<file path="src/rtl/ask_rx_pkg.sv">
// rtl/ask_rx_pkg.sv - shared types and default constants for the ASK receive path
// Purpose: sync_state encoding and default bit-synchroniser parameters.
// Ports: none.
package ask_rx_pkg;

  typedef enum logic [1:0] {
    SEARCH = 2'd0,
    TRACK  = 2'd1,
    LOCKED = 2'd2
  } sync_state_e;

  localparam int BITSYNC_DIV         = 32;  // clk32 cycles per symbol
  localparam int BITSYNC_WIN         = 4;   // |phase error| accepted as a good edge
  localparam int BITSYNC_LOCK_CNT    = 8;   // good edges in TRACK before LOCKED
  localparam int BITSYNC_MISS_MAX    = 4;   // bad edges in LOCKED before SEARCH
  localparam int BITSYNC_TIMEOUT_SYM = 16;  // edgeless symbols before loss of lock

endpackage

</file>
<file path="src/rtl/ask_bitsync_ctrl_nco.sv">
// rtl/ask_bitsync_ctrl_nco.sv - symbol-phase counter with hold/advance and mid-bit strobe
// Purpose: free-running modulo-DIV phase counter, edge phase error, sampling strobe.
// Ports:
//   wrap_o     out  counter wrapped this cycle (BITSYNC_TIMEOUT_EN builds only)
//   clk32      in   system clock, rising edge
//   rst        in   asynchronous active-high reset
//   edge_p_i   in   single-cycle transition event
//   coarse_i   in   force cnt to 1 (edge taken as the new phase origin)
//   data_in    in   hard-decision data, captured at the sample point
//   cnt_o      out  current phase count
//   err_o      out  signed phase error of an edge seen at the current count
//   bit_stb_o  out  registered one-cycle strobe, cycle after cnt == DIV/2
//   bit_out_o  out  data_in captured with bit_stb_o
module bitsync_nco
  import ask_rx_pkg::*;
#(
  parameter int DIV = BITSYNC_DIV
) (
`ifdef BITSYNC_TIMEOUT_EN
  output logic                   wrap_o,
`endif
  input  logic                   clk32,
  input  logic                   rst,
  input  logic                   edge_p_i,
  input  logic                   coarse_i,
  input  logic                   data_in,
  output logic [$clog2(DIV)-1:0] cnt_o,
  output logic [$clog2(DIV):0]   err_o,
  output logic                   bit_stb_o,
  output logic                   bit_out_o
);

  localparam int CW  = $clog2(DIV);
  localparam int CW1 = CW + 1;
  localparam logic [CW-1:0] HALF  = CW'(DIV / 2);
  localparam logic [CW:0]   DIV_W = CW1'(DIV);

  logic [CW-1:0] cnt_q, cnt_d;
  logic          stb_q, stb_d;
  logic          bout_q, bout_d;
  logic [1:0]    inc;
  logic [CW:0]   sum;
  logic          wrap;

  // An edge late in the first half-symbol (err > 0) holds the count, one in the
  // second half (err < 0) advances it. A hold can therefore only happen below
  // DIV/2 and an advance only from DIV/2 upward, after the strobe decision has
  // been taken from the current count, so DIV/2 is never skipped or repeated.
  always_comb begin
    inc = 2'd1;
    if (edge_p_i) begin
      if (cnt_q >= HALF) begin
        inc = 2'd2;
      end else if (cnt_q != '0) begin
        inc = 2'd0;
      end
    end
    sum   = {1'b0, cnt_q} + {{(CW - 1){1'b0}}, inc};
    wrap  = (sum >= DIV_W);
    cnt_d = wrap ? CW'(sum - DIV_W) : sum[CW-1:0];
    if (coarse_i) begin
      cnt_d = CW'(1);
    end
    stb_d  = (cnt_q == HALF);
    bout_d = stb_d ? data_in : bout_q;
  end

  always_ff @(posedge clk32 or posedge rst) begin
    if (rst) begin
      cnt_q  <= '0;
      stb_q  <= 1'b0;
      bout_q <= 1'b0;
    end else begin
      cnt_q  <= cnt_d;
      stb_q  <= stb_d;
      bout_q <= bout_d;
    end
  end

  // Second-half counts map to negative errors: cnt - DIV in two's complement.
  assign err_o     = {1'b0, cnt_q} - ((cnt_q >= HALF) ? DIV_W : '0);
  assign cnt_o     = cnt_q;
  assign bit_stb_o = stb_q;
  assign bit_out_o = bout_q;
`ifdef BITSYNC_TIMEOUT_EN
  assign wrap_o    = wrap;
`endif

endmodule

</file>
<file path="src/rtl/ask_bitsync_ctrl.sv">
// rtl/ask_bitsync_ctrl.sv - early/late bit-synchronisation controller for the ASK receiver
// Purpose: detects transition events, runs SEARCH/TRACK/LOCKED acquisition and
//          steers the phase counter so one strobe per symbol lands mid-bit.
// Optional feature: BITSYNC_TIMEOUT_EN adds a symbol timeout (TIMEOUT_SYM edgeless
//          symbols in TRACK or LOCKED return to SEARCH).
// Ports:
//   rst         in   asynchronous active-high reset
//   clk32       in   system clock, rising edge
//   edge_in     in   stretched transition pulse
//   data_in     in   hard-decision data
//   bit_stb     out  one-cycle strobe per symbol (free-running in every state)
//   bit_out     out  data_in captured at the bit_stb cycle
//   locked      out  high in LOCKED
//   sync_state  out  SEARCH=0, TRACK=1, LOCKED=2
//   phase_err   out  signed error of the last edge, held until the next edge
module ask_bitsync_ctrl
  import ask_rx_pkg::*;
#(
  parameter int DIV         = BITSYNC_DIV,
  parameter int WIN         = BITSYNC_WIN,
  parameter int LOCK_CNT    = BITSYNC_LOCK_CNT,
`ifdef BITSYNC_TIMEOUT_EN
  parameter int TIMEOUT_SYM = BITSYNC_TIMEOUT_SYM,
`endif
  parameter int MISS_MAX    = BITSYNC_MISS_MAX
) (
  input  logic                 rst,
  input  logic                 clk32,
  input  logic                 edge_in,
  input  logic                 data_in,
  output logic                 bit_stb,
  output logic                 bit_out,
  output logic                 locked,
  output logic [1:0]           sync_state,
  output logic [$clog2(DIV):0] phase_err
);

  localparam int CW = $clog2(DIV);
  localparam int GW = $clog2(LOCK_CNT + 1);
  localparam int MW = $clog2(MISS_MAX + 1);
  localparam logic [CW-1:0] WIN_LO = CW'(WIN);
  localparam logic [CW-1:0] WIN_HI = CW'(DIV - WIN);
  localparam logic [GW-1:0] LOCK_C = GW'(LOCK_CNT);
  localparam logic [MW-1:0] MISS_C = MW'(MISS_MAX);

  sync_state_e   state_q, state_d;
  logic          edge_q;
  logic          edge_p;
  logic          coarse;
  logic          in_win;
  logic [GW-1:0] good_q, good_d;
  logic [MW-1:0] miss_q, miss_d;
  logic [CW:0]   perr_q, perr_d;
  logic [CW-1:0] cnt;
  logic [CW:0]   err;
  logic          timeout;

  // One event per stretched pulse regardless of its width.
  assign edge_p = edge_in & ~edge_q;

  // |err| <= WIN expressed on the raw count: near 0 from either side.
  assign in_win = (cnt <= WIN_LO) || (cnt >= WIN_HI);

`ifdef BITSYNC_TIMEOUT_EN
  localparam int SW = $clog2(TIMEOUT_SYM + 1);
  localparam logic [SW-1:0] TMO_C = SW'(TIMEOUT_SYM);

  logic          wrap;
  logic [SW-1:0] sym_q, sym_d;

  // Saturates at TIMEOUT_SYM; an edge in the same cycle wins over the timeout.
  always_comb begin
    sym_d = sym_q;
    if (edge_p) begin
      sym_d = '0;
    end else if (wrap && (sym_q != TMO_C)) begin
      sym_d = sym_q + 1'b1;
    end
  end

  always_ff @(posedge clk32 or posedge rst) begin
    if (rst) begin
      sym_q <= '0;
    end else begin
      sym_q <= sym_d;
    end
  end

  assign timeout = (sym_q == TMO_C) && !edge_p;
`else
  assign timeout = 1'b0;
`endif

  bitsync_nco #(
    .DIV (DIV)
  ) u_nco (
`ifdef BITSYNC_TIMEOUT_EN
    .wrap_o    (wrap),
`endif
    .clk32     (clk32),
    .rst       (rst),
    .edge_p_i  (edge_p),
    .coarse_i  (coarse),
    .data_in   (data_in),
    .cnt_o     (cnt),
    .err_o     (err),
    .bit_stb_o (bit_stb),
    .bit_out_o (bit_out)
  );

  always_comb begin
    state_d = state_q;
    good_d  = good_q;
    miss_d  = miss_q;
    coarse  = 1'b0;
    perr_d  = edge_p ? err : perr_q;
    case (state_q)
      SEARCH: begin
        if (edge_p) begin
          coarse  = 1'b1;
          good_d  = '0;
          miss_d  = '0;
          state_d = TRACK;
        end
      end
      TRACK: begin
        if (edge_p) begin
          if (in_win) begin
            good_d = good_q + 1'b1;
            if (good_d == LOCK_C) begin
              state_d = LOCKED;
              miss_d  = '0;
            end
          end else begin
            good_d = '0;
            coarse = 1'b1;
          end
        end
      end
      LOCKED: begin
        // Only fine +/-1 steering here; a stray edge must not yank the phase.
        if (edge_p) begin
          if (in_win) begin
            miss_d = '0;
          end else begin
            miss_d = miss_q + 1'b1;
            if (miss_d == MISS_C) begin
              state_d = SEARCH;
              miss_d  = '0;
              good_d  = '0;
            end
          end
        end
      end
      default: begin
        state_d = SEARCH;
      end
    endcase
    if (timeout && (state_q != SEARCH)) begin
      state_d = SEARCH;
      good_d  = '0;
      miss_d  = '0;
    end
  end

  always_ff @(posedge clk32 or posedge rst) begin
    if (rst) begin
      state_q <= SEARCH;
      edge_q  <= 1'b0;
      good_q  <= '0;
      miss_q  <= '0;
      perr_q  <= '0;
    end else begin
      state_q <= state_d;
      edge_q  <= edge_in;
      good_q  <= good_d;
      miss_q  <= miss_d;
      perr_q  <= perr_d;
    end
  end

  assign locked     = (state_q == LOCKED);
  assign sync_state = state_q;
  assign phase_err  = perr_q;

endmodule
</file>
<file path="config.mk">
export PLATFORM = sky130hd
export DESIGN_NAME = ask_bitsync_ctrl
export DESIGN_NICKNAME = d
export VERILOG_FILES = /design/src/rtl/ask_rx_pkg.sv /design/src/rtl/ask_bitsync_ctrl_nco.sv /design/src/rtl/ask_bitsync_ctrl.sv
export SDC_FILE = /design/constraint.sdc
export NUM_CORES = 1
export LEC_CHECK = 0
export ABC_AREA = 1
export BUFFER_PORTS_ARGS = -buffer_cell sky130_fd_sc_hd__buf_2
export CAP_MARGIN = 20
export CORE_UTILIZATION = 45
export CTS_CLUSTER_SIZE = 10
export DETAILED_ROUTE_END_ITERATION = 12
export PLACE_DENSITY_LB_ADDON = 0.1
export SYNTH_ARGS = -nofsm -noshare
export SYNTH_HDL_FRONTEND = slang
export SYNTH_SLANG_ARGS = --single-unit
export TNS_END_PERCENT = 1
</file>
<file path="constraint.sdc">
create_clock -name clk32 -period 2.45 [get_ports clk32]
set_input_delay 0.49 -clock clk32 [delete_from_list [all_inputs] [get_ports clk32]]
set_output_delay 0.49 -clock clk32 [all_outputs]
set_load 0.005 [all_outputs]
</file>
==> impl_metrics.yaml, run 1 <==
global_routing:
  grt_max_degree: 24
  overflow: 0
  grt_pass1_wl_um: 3950
  antenna_found_initial: 0
  number_of_global_route_vias_before_repair: 939
  groute.usage.overall: 0.191
logic_synthesis:
  synthDominantAreaCellType: "sky130_fd_sc_hd__dfrtp_1"
  synthDominantCellAreaShare: 0.467
  synth_compound_gate_area_share: 0.0913
  asyncSetResetFlopFracSynth: 1.00
  synth_seq_area_share: 0.467
  synth_xor_area_frac: 0.00710
  synth_nets: 155
  synth-adder-area-share: 0.0669
  library_cell_with_the_highest_instance_count_after_synthesis: "sky130_fd_sc_hd__nand2_1"
  ys_dominant_reg_cell: "sky130_fd_sc_hd__dfrtp_1"
  yosys-mux-area-fraction: 0.00913
  yosys_register_bits: 23
  synth_area_per_cell_um2: 8.51
  yosys-top-cells-area: "sky130_fd_sc_hd__dfrtp_1 (47%), sky130_fd_sc_hd__nand2_1 (10%), sky130_fd_sc_hd__ha_1 (5.1%)"
  yosys.cell_types.count: 27
  number_of_flops_mapped_to_enable_cells_by_yosys: 0
  postSynthCellCount: 145
  syn_area_mm2: 0.00123
  synth_top_family_by_area: "simple AND/OR/NAND/NOR gates"
  synthSimpleGateAreaFrac: 0.295
  synth-warning-count: 0
  yosys-top-cells-count: "sky130_fd_sc_hd__nand2_1 (33), sky130_fd_sc_hd__dfrtp_1 (23), sky130_fd_sc_hd__inv_1 (15)"
worst_setup_path:
  cp-start-kind: "flop"
  worst_path_most_repeated_cell: "sky130_fd_sc_hd__inv_1"
  rrSetupSlack_ns: 0.42
  cp.arrival_ns: 2.30
  crit_slowest_cell: "sky130_fd_sc_hd__dfrtp_1"
  slowest_delay_ns: 0.46
  crit_type: "flop to flop"
  rr_worst_depth: 10
  critical_path_required_ns: 2.72
  endpoint: "u_nco.cnt_o[4]$_DFF_PP0_"
  worst_r2r_startpoint: "u_nco.cnt_o[2]$_DFF_PP0_"
  r2r-end: "u_nco.cnt_o[4]$_DFF_PP0_"
  critical_path_peak_fanout: 5
  crit_chain: "inv_1, nand4_1, o21ai_0, ha_1, inv_1, fa_1, inv_1, nand3_1, xor2_1, nor2_1"
  timing.critical_path.to_type: "flop"
  critPathLaunch: "u_nco.cnt_o[2]$_DFF_PP0_"
clock_tree:
  clock_path_buffers: 2
  clk_transition_reported_paths_ns: 0.14
  clock_latency_ns: 0.32
  numCtsBuffers: 3
  cts_hold_buf: 0
  cts_repair_resize_count: 0
  cts_htree_levels: 1
  numClockSinks: 23
  cts_setup_buffers: 0
  cts_tree: "yes"
  clock_tree.root_cell: "sky130_fd_sc_hd__clkbuf_4"
die:
  fp.dieArea_mm2: 0.00296
  start_util: 0.485
  row_count: 18
  pin_count: 15
  floorplan.core_area_mm2: 0.00254
  die_span_in_y_um: 54.4
  die_width_um: 54.4
sta:
  rsz0062_at_grt: "false"
  worst_clock_skew_ns: 0.0123
  slew_viol_final: 0
  setup_viol: 0
  timing.final.hold_violations: 0
  maxClockFrequency_mhz: 492
  layout_min_cycle_time_ns: 2.03
  timing.final.crit_share: 0.830
  finalSetupTns_ns: 0
  timing_worst_slew_pin_value_ns: 0.875
  slew_headroom: 0.416
routing:
  drt-total-wl_um: 2370
  vias_per_cell: 5.10
  route.antenna.remaining_nets: 0
  drc: 0
  wl_per_cell_um: 12.3
  routed-via-count: 985
  drt_iter0_drc: 20
  detail_route.first_pass.iterations: 6
cells_and_area:
  final_cell_count_without_fillers: 193
  n_fill_cell: 243
  fin_nets: 174
  layout-area-overhead-vs-synth_pct: 11.5
  final_layout_size_suffix_gt1_frac: 0.233
  antenna_cells_inserted: 0
placement:
  hpwl_um: 1800
  place.gp.congestion: 0.740
  place.port_buffers: 14
  placed_cells_incl_taps: 189
run_status:
  status: "complete, no violations"
pwr:
  power_after_layout_mw: 1.39
  power.density_mw_per_mm2: 1010
  total_leakage_power_nw: 0.699
  power.ir.vdd_worst_v: 0.000671
run:
  maxCapViolations: 0
min_path:
  class_of_the_worst_hold_path: "input pin to flop"
==> state kept, by name (all words and copies together) (netlist names) <==
register         count
sync_state           2
u_nco.cnt_o          5
edge_q               1
u_nco.bit_out_o      1
u_nco.bit_stb_o      1
miss_q               3
good_q               4
phase_err            6
==> metrics by stage <==
| stage | setup slack, ns | util | instance area (µm²) | hold slack (ns) |
|---|---|---|---|---|
| after CTS | 0.420 | 0.540 | 1380 | 0.269 |
| after detailed placement | 0.393 | 0.529 | 1350 | 0.468 |
| after global routing | 0.125 | 0.540 | 1380 | 0.273 |
| after global placement | 0.476 | 0.529 | 1350 | 0.461 |
| after floorplan | 0.654 | - | 1230 | 0.463 |
| final | 0.417 | 0.540 | 1380 | 0.278 |
==> worst max-delay path: cells and delay by family, from the launching register on <==
kind	cells	cell delay [ns]
buf+inv	3	0.30
compound gates	1	0.18
flops	1	0.46
xor+xnor	1	0.15
fa+ha+maj	2	0.57
simple gates	3	0.33
==> metal layers <==
layer  wire length [µm]  track usage  vias up
li1                   -            -      506
met4                 43       0.0897        0
met2               1100        0.311       13
met3                 49       0.0250        4
met1               1180        0.250      462
met5                  0            0        -
==> power by group <==
part           total [mW]  leakage, nW  switching (mW)  internal, mW
Combinational       0.601        0.382           0.377         0.225
Clock               0.185       0.0139           0.122        0.0624
Sequential          0.606        0.303           0.116         0.490
Total                1.39        0.699           0.615         0.777
==> final cells by class <==
class / instances / area (µm²) / area share
tap: 30 / 37.5 / 0.0273
clock buffer: 3 / 22.5 / 0.0164
clock inverter: 1 / 7.51 / 0.00546
sequential: 23 / 576 / 0.419
multi-input combinational: 101 / 579 / 0.421
inverter: 20 / 75.1 / 0.0546
timing repair buffer: 15 / 77.6 / 0.0564
==> cell families (layout without fill, tap and decap cells) <==
| kind of cell | Yosys count | count (layout) |
|---|---|---|
| xor gates and xnor gates | 1 | 1 |
| buffers and inverters | 21 | 39 |
| DFF | 23 | 23 |
| adders and majority gates | 6 | 6 |
| muxes | 1 | 1 |
| AOI/OAI and AO/OA | 20 | 20 |
| and+or+nand+nor | 73 | 73 |
==> how the worst min path moves through the flow <==
stage	startpoint	endpoint	slack (ns)	cells after the start
CTS	edge_in	edge_q$_DFF_PP0_	0.27	1
floorplan	miss_q[2]$_DFFE_PP0P_	miss_q[2]$_DFFE_PP0P_	0.46	2
finish	edge_in	edge_q$_DFF_PP0_	0.28	1
global route	edge_in	edge_q$_DFF_PP0_	0.27	1
detailed placement	phase_err[2]$_DFFE_PP0P_	phase_err[2]$_DFFE_PP0P_	0.47	2
global placement	phase_err[2]$_DFFE_PP0P_	phase_err[2]$_DFFE_PP0P_	0.46	2
==> cells in the final DEF, fill, tap and decap left out, types with 2 or more instances in the layout <==
cell type / netlist / final
sky130_fd_sc_hd__nand2_1: 33 / 33
sky130_fd_sc_hd__dfrtp_1: 23 / 23
sky130_fd_sc_hd__inv_1: 15 / 15
sky130_fd_sc_hd__buf_2: 0 / 14
sky130_fd_sc_hd__nand3_1: 11 / 11
sky130_fd_sc_hd__nor2_1: 10 / 10
sky130_fd_sc_hd__o21ai_0: 7 / 7
sky130_fd_sc_hd__inv_2: 5 / 5
sky130_fd_sc_hd__nand2_2: 5 / 5
sky130_fd_sc_hd__a21oi_1: 5 / 5
sky130_fd_sc_hd__ha_1: 5 / 5
sky130_fd_sc_hd__o21ai_1: 4 / 4
sky130_fd_sc_hd__nand4_1: 3 / 3
sky130_fd_sc_hd__clkbuf_4: 0 / 3
sky130_fd_sc_hd__nor2_4: 2 / 2
sky130_fd_sc_hd__nand3_2: 2 / 2
sky130_fd_sc_hd__nand3b_1: 2 / 2
sky130_fd_sc_hd__nor3_1: 2 / 2
Power figures use the tool's default switching activity.
==> inputs of run 2 (changes only) <==
==> constraint.sdc (replaced) <==
create_clock -name clk32 -period 1.9 [get_ports clk32]
set_input_delay 0.38 -clock clk32 [delete_from_list [all_inputs] [get_ports clk32]]
set_output_delay 0.38 -clock clk32 [all_outputs]
set_load 0.005 [all_outputs]
==> impl_metrics.yaml, run 2 (synthesis results as in run 1) <==
run_status:
  status: "complete, no violations"
run:
  maxCapViolations: 0
die:
  die_width_um: 54.4
  fp.dieArea_mm2: 0.00296
  die_span_in_y_um: 54.4
  pin_count: 15
  row_count: 18
  floorplan.core_area_mm2: 0.00254
  start_util: 0.485
placement:
  place.port_buffers: 14
  placed_cells_incl_taps: 195
  post_dp_area_mm2: 0.00139
  place.gp.congestion: 0.772
  hpwl_um: 1890
pwr:
  power.density_mw_per_mm2: 1330
  total_leakage_power_nw: 0.748
  power.ir.vdd_worst_v: 0.000855
clock_tree:
  cts_hold_buf: 0
  cts_htree_levels: 1
  clock_latency_ns: 0.32
  numClockSinks: 23
  numCtsBuffers: 3
  clock_tree.root_cell: "sky130_fd_sc_hd__clkbuf_4"
  cts_tree: "yes"
  clk_transition_reported_paths_ns: 0.14
  clock_path_buffers: 2
cells_and_area:
  final_common_cell: "sky130_fd_sc_hd__nand2_1"
  layout-area-overhead-vs-synth_pct: 19.0
  flip_flop_count_of_the_largest_register_all_copies_and_words_added: 6
  fin_nets: 185
  final_util: 0.577
  final_layout_size_suffix_gt1_frac: 0.322
  final_cell_count_without_fillers: 204
  commonest_cells_after_routing_fill_and_taps_aside: "sky130_fd_sc_hd__nand2_1 (33), sky130_fd_sc_hd__dfrtp_1 (23), sky130_fd_sc_hd__buf_2 (14)"
  antenna_cells_inserted: 0
  fin_area_mm2: 0.00147
  n_fill_cell: 256
global_routing:
  overflow: 0
  number_of_global_route_vias_before_repair: 948
  grt_max_degree: 24
  grt_pass1_wl_um: 4190
  antenna_found_initial: 0
  groute.usage.overall: 0.204
worst_setup_path:
  rr_worst_depth: 10
  worst_path_most_repeated_cell: "sky130_fd_sc_hd__inv_2"
  crit_type: "flop to flop"
  critPathLaunch: "u_nco.cnt_o[1]$_DFF_PP0_"
  cell_type_group_with_the_largest_total_delay_on_the_critical_path: "adder cells"
  critical_path_required_ns: 2.16
  cp-start-kind: "flop"
  crit_slowest_cell: "sky130_fd_sc_hd__dfrtp_1"
  worst_r2r_startpoint: "u_nco.cnt_o[1]$_DFF_PP0_"
  combined_buffer_and_inverter_count_along_the_critical_path: 3
  slowest_delay_ns: 0.44
  r2r-end: "u_nco.cnt_o[4]$_DFF_PP0_"
  rrSetupSlack_ns: 0.11
  critical_path_peak_fanout: 3
  timing.critical_path.to_type: "flop"
  crit_chain: "inv_2, nand4_1, o21ai_1, ha_2, inv_2, fa_2, inv_2, nand3_2, xor2_1, nor2_1"
  cp.arrival_ns: 2.05
sta:
  maxClockFrequency_mhz: 558
  setup_viol: 0
  finalSetupTns_ns: 0
  timing_worst_slew_pin_value_ns: 0.328
  fin_hold_ws_ns: 0.0626
  layout_min_cycle_time_ns: 1.79
  timing.final.crit_share: 0.942
  slew_headroom: 0.781
  timing.final.hold_violations: 0
  slew_viol_final: 0
  worst_clock_skew_ns: 0.00894
routing:
  vias_per_cell: 4.98
  drc: 0
  routed-via-count: 1016
  route.antenna.remaining_nets: 0
  drt-total-wl_um: 2510
  drt_iter0_drc: 15
  wl_per_cell_um: 12.3
  detail_route.first_pass.iterations: 4
min_path:
  class_of_the_worst_hold_path: "input pin to async pin"
-- run 2: layout make-up --
class	count	area, µm²	share of cell area
Multi-Input combinational cell	101	589	0.402
Sequential cell	23	576	0.392
Timing Repair Buffer	26	160	0.109
Inverter	20	75.1	0.0512
Tap cell	30	37.5	0.0256
Clock buffer	3	22.5	0.0153
Clock inverter	1	7.51	0.00512
-- run 2: how the worst max path moves through the flow --
stage               cells past startpoint                  endpoint
finish                                 10  u_nco.cnt_o[4]$_DFF_PP0_
global route                           10  u_nco.cnt_o[4]$_DFF_PP0_
CTS                                    10  u_nco.cnt_o[4]$_DFF_PP0_
detailed placement                     11  u_nco.cnt_o[4]$_DFF_PP0_
global placement                       11  u_nco.cnt_o[4]$_DFF_PP0_
floorplan                              10  u_nco.cnt_o[4]$_DFF_PP0_
-- run 2: report_power, final --
part           total [mW]  internal (mW)  leakage (nW)  switching [mW]
Sequential          0.768          0.632         0.303           0.136
Clock               0.239         0.0804        0.0139           0.159
Combinational       0.949          0.404         0.431           0.546
Total                1.96           1.12         0.748           0.840
-- run 2: repair_timing --
action	in CTS	in global routing
gates resized for setup	0	8
endpoints found under the setup margin	0	2
setup buffers	0	5
-- run 2: per-layer routing --
layer,track usage,routed length [µm],share of wire
met5,0,0,0
met4,0.0897,35,0.014
met3,0.0250,51,0.020
met2,0.343,1240,0.50
met1,0.261,1180,0.47
-- run 2: worst register-to-register path: stages, from the launching register on --
cell                      delay [ns]
sky130_fd_sc_hd__dfrtp_1        0.44
sky130_fd_sc_hd__inv_2          0.07
sky130_fd_sc_hd__nand4_1        0.12
sky130_fd_sc_hd__o21ai_1        0.17
sky130_fd_sc_hd__ha_2           0.20
sky130_fd_sc_hd__inv_2          0.04
sky130_fd_sc_hd__fa_2           0.33
sky130_fd_sc_hd__inv_2          0.07
sky130_fd_sc_hd__nand3_2        0.06
sky130_fd_sc_hd__xor2_1         0.14
sky130_fd_sc_hd__nor2_1         0.10
-- run 2: per-stage QoR --
stage	setup slack (ns)	total power, mW
after floorplan	0.106	1.34
after global placement	0.0849	1.60
after detailed placement	0.0447	1.63
after CTS	0.0327	1.88
after global routing	-0.0276	2.14
final	0.109	1.96
==> inputs of run 3 (changes only) <==
--- a/config.mk
+++ b/config.mk
@@ -11,7 +11,7 @@
 export CORE_UTILIZATION = 45
 export CTS_CLUSTER_SIZE = 10
 export DETAILED_ROUTE_END_ITERATION = 12
-export PLACE_DENSITY_LB_ADDON = 0.1
+export PLACE_DENSITY = 0.75
 export SYNTH_ARGS = -nofsm -noshare
 export SYNTH_HDL_FRONTEND = slang
 export SYNTH_SLANG_ARGS = --single-unit
==> impl_metrics.yaml, run 3 (synthesis results as in run 1) <==
routing:
  route.antenna.remaining_nets: 0
  drt_iter0_drc: 24
  drt-total-wl_um: 2370
  routed-via-count: 1040
  wl_per_cell_um: 11.6
  detail_route.first_pass.iterations: 4
  vias_per_cell: 5.10
  drc: 0
die:
  die_span_in_y_um: 54.4
  floorplan.core_area_mm2: 0.00254
  die_width_um: 54.4
  start_util: 0.485
  fp.dieArea_mm2: 0.00296
  row_count: 18
  pin_count: 15
worst_setup_path:
  timing.critical_path.to_type: "flop"
  endpoint: "u_nco.cnt_o[4]$_DFF_PP0_"
  critPathLaunch: "u_nco.cnt_o[0]$_DFF_PP0_"
  critical_path_peak_fanout: 2
  crit_type: "flop to flop"
  worst_r2r_startpoint: "u_nco.cnt_o[0]$_DFF_PP0_"
  rr_worst_depth: 10
  crit_chain: "inv_2, nand4_1, o21ai_1, ha_2, inv_2, fa_2, inv_2, nand3_1, xor2_1, nor2_1"
  cp-start-kind: "flop"
  worstSetupPathDepth: 10
  crit_slowest_cell: "sky130_fd_sc_hd__dfrtp_1"
  rrSetupSlack_ns: 0.07
  critical_path_required_ns: 2.11
  r2r-end: "u_nco.cnt_o[4]$_DFF_PP0_"
  worst_path_most_repeated_cell: "sky130_fd_sc_hd__inv_2"
  cell_type_group_with_the_largest_total_delay_on_the_critical_path: "adder cells"
  slowest_delay_ns: 0.42
  combined_buffer_and_inverter_count_along_the_critical_path: 3
  cp.arrival_ns: 2.04
run:
  maxCapViolations: 0
clock_tree:
  clock_path_buffers: 2
  clk_transition_reported_paths_ns: 0.12
  clock_tree.root_cell: "sky130_fd_sc_hd__clkbuf_4"
  clock_latency_ns: 0.32
  cts_htree_levels: 1
  cts_hold_buf: 0
  numCtsBuffers: 3
  cts_tree: "yes"
  numClockSinks: 23
sta:
  slew_viol_final: 0
  fin_hold_ws_ns: 0.0673
  layout_min_cycle_time_ns: 1.83
  timing_worst_slew_pin_value_ns: 0.354
  setup_ws_ns: 0.0653
  slew_headroom: 0.764
  finalSetupTns_ns: 0
  timing.final.crit_share: 0.966
  timing.final.hold_violations: 0
  worst_clock_skew_ns: 0.00714
  maxClockFrequency_mhz: 545
  setup_viol: 0
global_routing:
  groute.usage.overall: 0.190
  overflow: 0
  antenna_found_initial: 0
  number_of_global_route_vias_before_repair: 900
  grt_max_degree: 24
  grt_pass1_wl_um: 3840
cells_and_area:
  fin_nets: 185
  layout-area-overhead-vs-synth_pct: 18.3
  final_common_cell: "sky130_fd_sc_hd__nand2_1"
  final_layout_size_suffix_gt1_frac: 0.316
  flip_flop_count_of_the_largest_register_all_copies_and_words_added: 6
  antenna_cells_inserted: 0
  fin_area_mm2: 0.00146
  n_fill_cell: 225
  commonest_cells_after_routing_fill_and_taps_aside: "sky130_fd_sc_hd__nand2_1 (33), sky130_fd_sc_hd__dfrtp_1 (23), sky130_fd_sc_hd__buf_2 (14)"
placement:
  place.gp.congestion: 0.896
  place.port_buffers: 14
  post_dp_area_mm2: 0.00138
  hpwl_um: 1780
  preCtsSetupSlack_ns: -0.0201
pwr:
  power.ir.vdd_worst_v: 0.000766
  power_after_layout_mw: 1.94
  power.density_mw_per_mm2: 1330
  total_leakage_power_nw: 0.748
run_status:
  status: "complete, no violations"
min_path:
  class_of_the_worst_hold_path: "input pin to async pin"
-- run 3: changes by cell type in the layout (fill, tap and decap cells not counted) --
| cell | previous run | this run |
|---|---|---|
| sky130_fd_sc_hd__inv_2 | 9 | 10 |
| sky130_fd_sc_hd__nand3_2 | 3 | 2 |
| sky130_fd_sc_hd__nand3_1 | 10 | 11 |
| sky130_fd_sc_hd__clkbuf_1 | 0 | 1 |
| sky130_fd_sc_hd__inv_1 | 11 | 10 |
| sky130_fd_sc_hd__clkinvlp_4 | 1 | 0 |
-- run 3: final cells by class --
type	count	area (µm²)	share of cell area
clock buffer	4	26.3	0.0180
inverter	20	75.1	0.0515
multi-input combinational	101	584	0.401
sequential	23	576	0.395
tap	30	37.5	0.0257
timing repair buffer	26	160	0.110
-- run 3: through the flow --
stage | util | std cells
global placement | 0.543 | 194
global route | 0.573 | 204
finish | 0.573 | 204
detailed placement | 0.543 | 194
CTS | 0.557 | 199
floorplan | - | 145
-- run 3: layer usage --
metal  vias to the layer above  routed length [µm]  share of wire  track usage
li1                        529                   -              -            -
met1                       487                1160           0.49        0.259
met2                        19                1060           0.45        0.272
met3                         5                  84          0.035       0.0389
met4                         0                  61          0.026        0.124
met5                         -                   0              0            0
-- run 3: power breakdown --
group          total (mW)  switching, mW  internal [mW]
clock network       0.225          0.143         0.0823
logic               0.948          0.546          0.402
registers           0.768          0.134          0.633
-- run 3: worst min path at each step --
stage,to,cells after the start
after floorplan,edge_q$_DFF_PP0_,1
after global placement,phase_err[3]$_DFFE_PP0P_,3
after detailed placement,phase_err[3]$_DFFE_PP0P_,3
after CTS,miss_q[1]$_DFFE_PP0P_,3
after global routing,miss_q[1]$_DFFE_PP0P_,3
final,miss_q[1]$_DFFE_PP0P_,3
-- run 3: worst reg2reg max path, stage by stage (launching register included) --
cell	delay [ns]
sky130_fd_sc_hd__dfrtp_1	0.42
sky130_fd_sc_hd__inv_2	0.07
sky130_fd_sc_hd__nand4_1	0.15
sky130_fd_sc_hd__o21ai_1	0.18
sky130_fd_sc_hd__ha_2	0.20
sky130_fd_sc_hd__inv_2	0.04
sky130_fd_sc_hd__fa_2	0.34
sky130_fd_sc_hd__inv_2	0.06
sky130_fd_sc_hd__nand3_1	0.07
sky130_fd_sc_hd__xor2_1	0.14
sky130_fd_sc_hd__nor2_1	0.06
-- run 3: what timing repair did --
action / 4_1_cts / 5_1_grt
setup buffers: 1 / 5
resized for setup: 1 / 7
endpoints found under the setup margin: 1 / 2
pin swaps: 0 / 3
hold endpoints to repair: 0 / 0
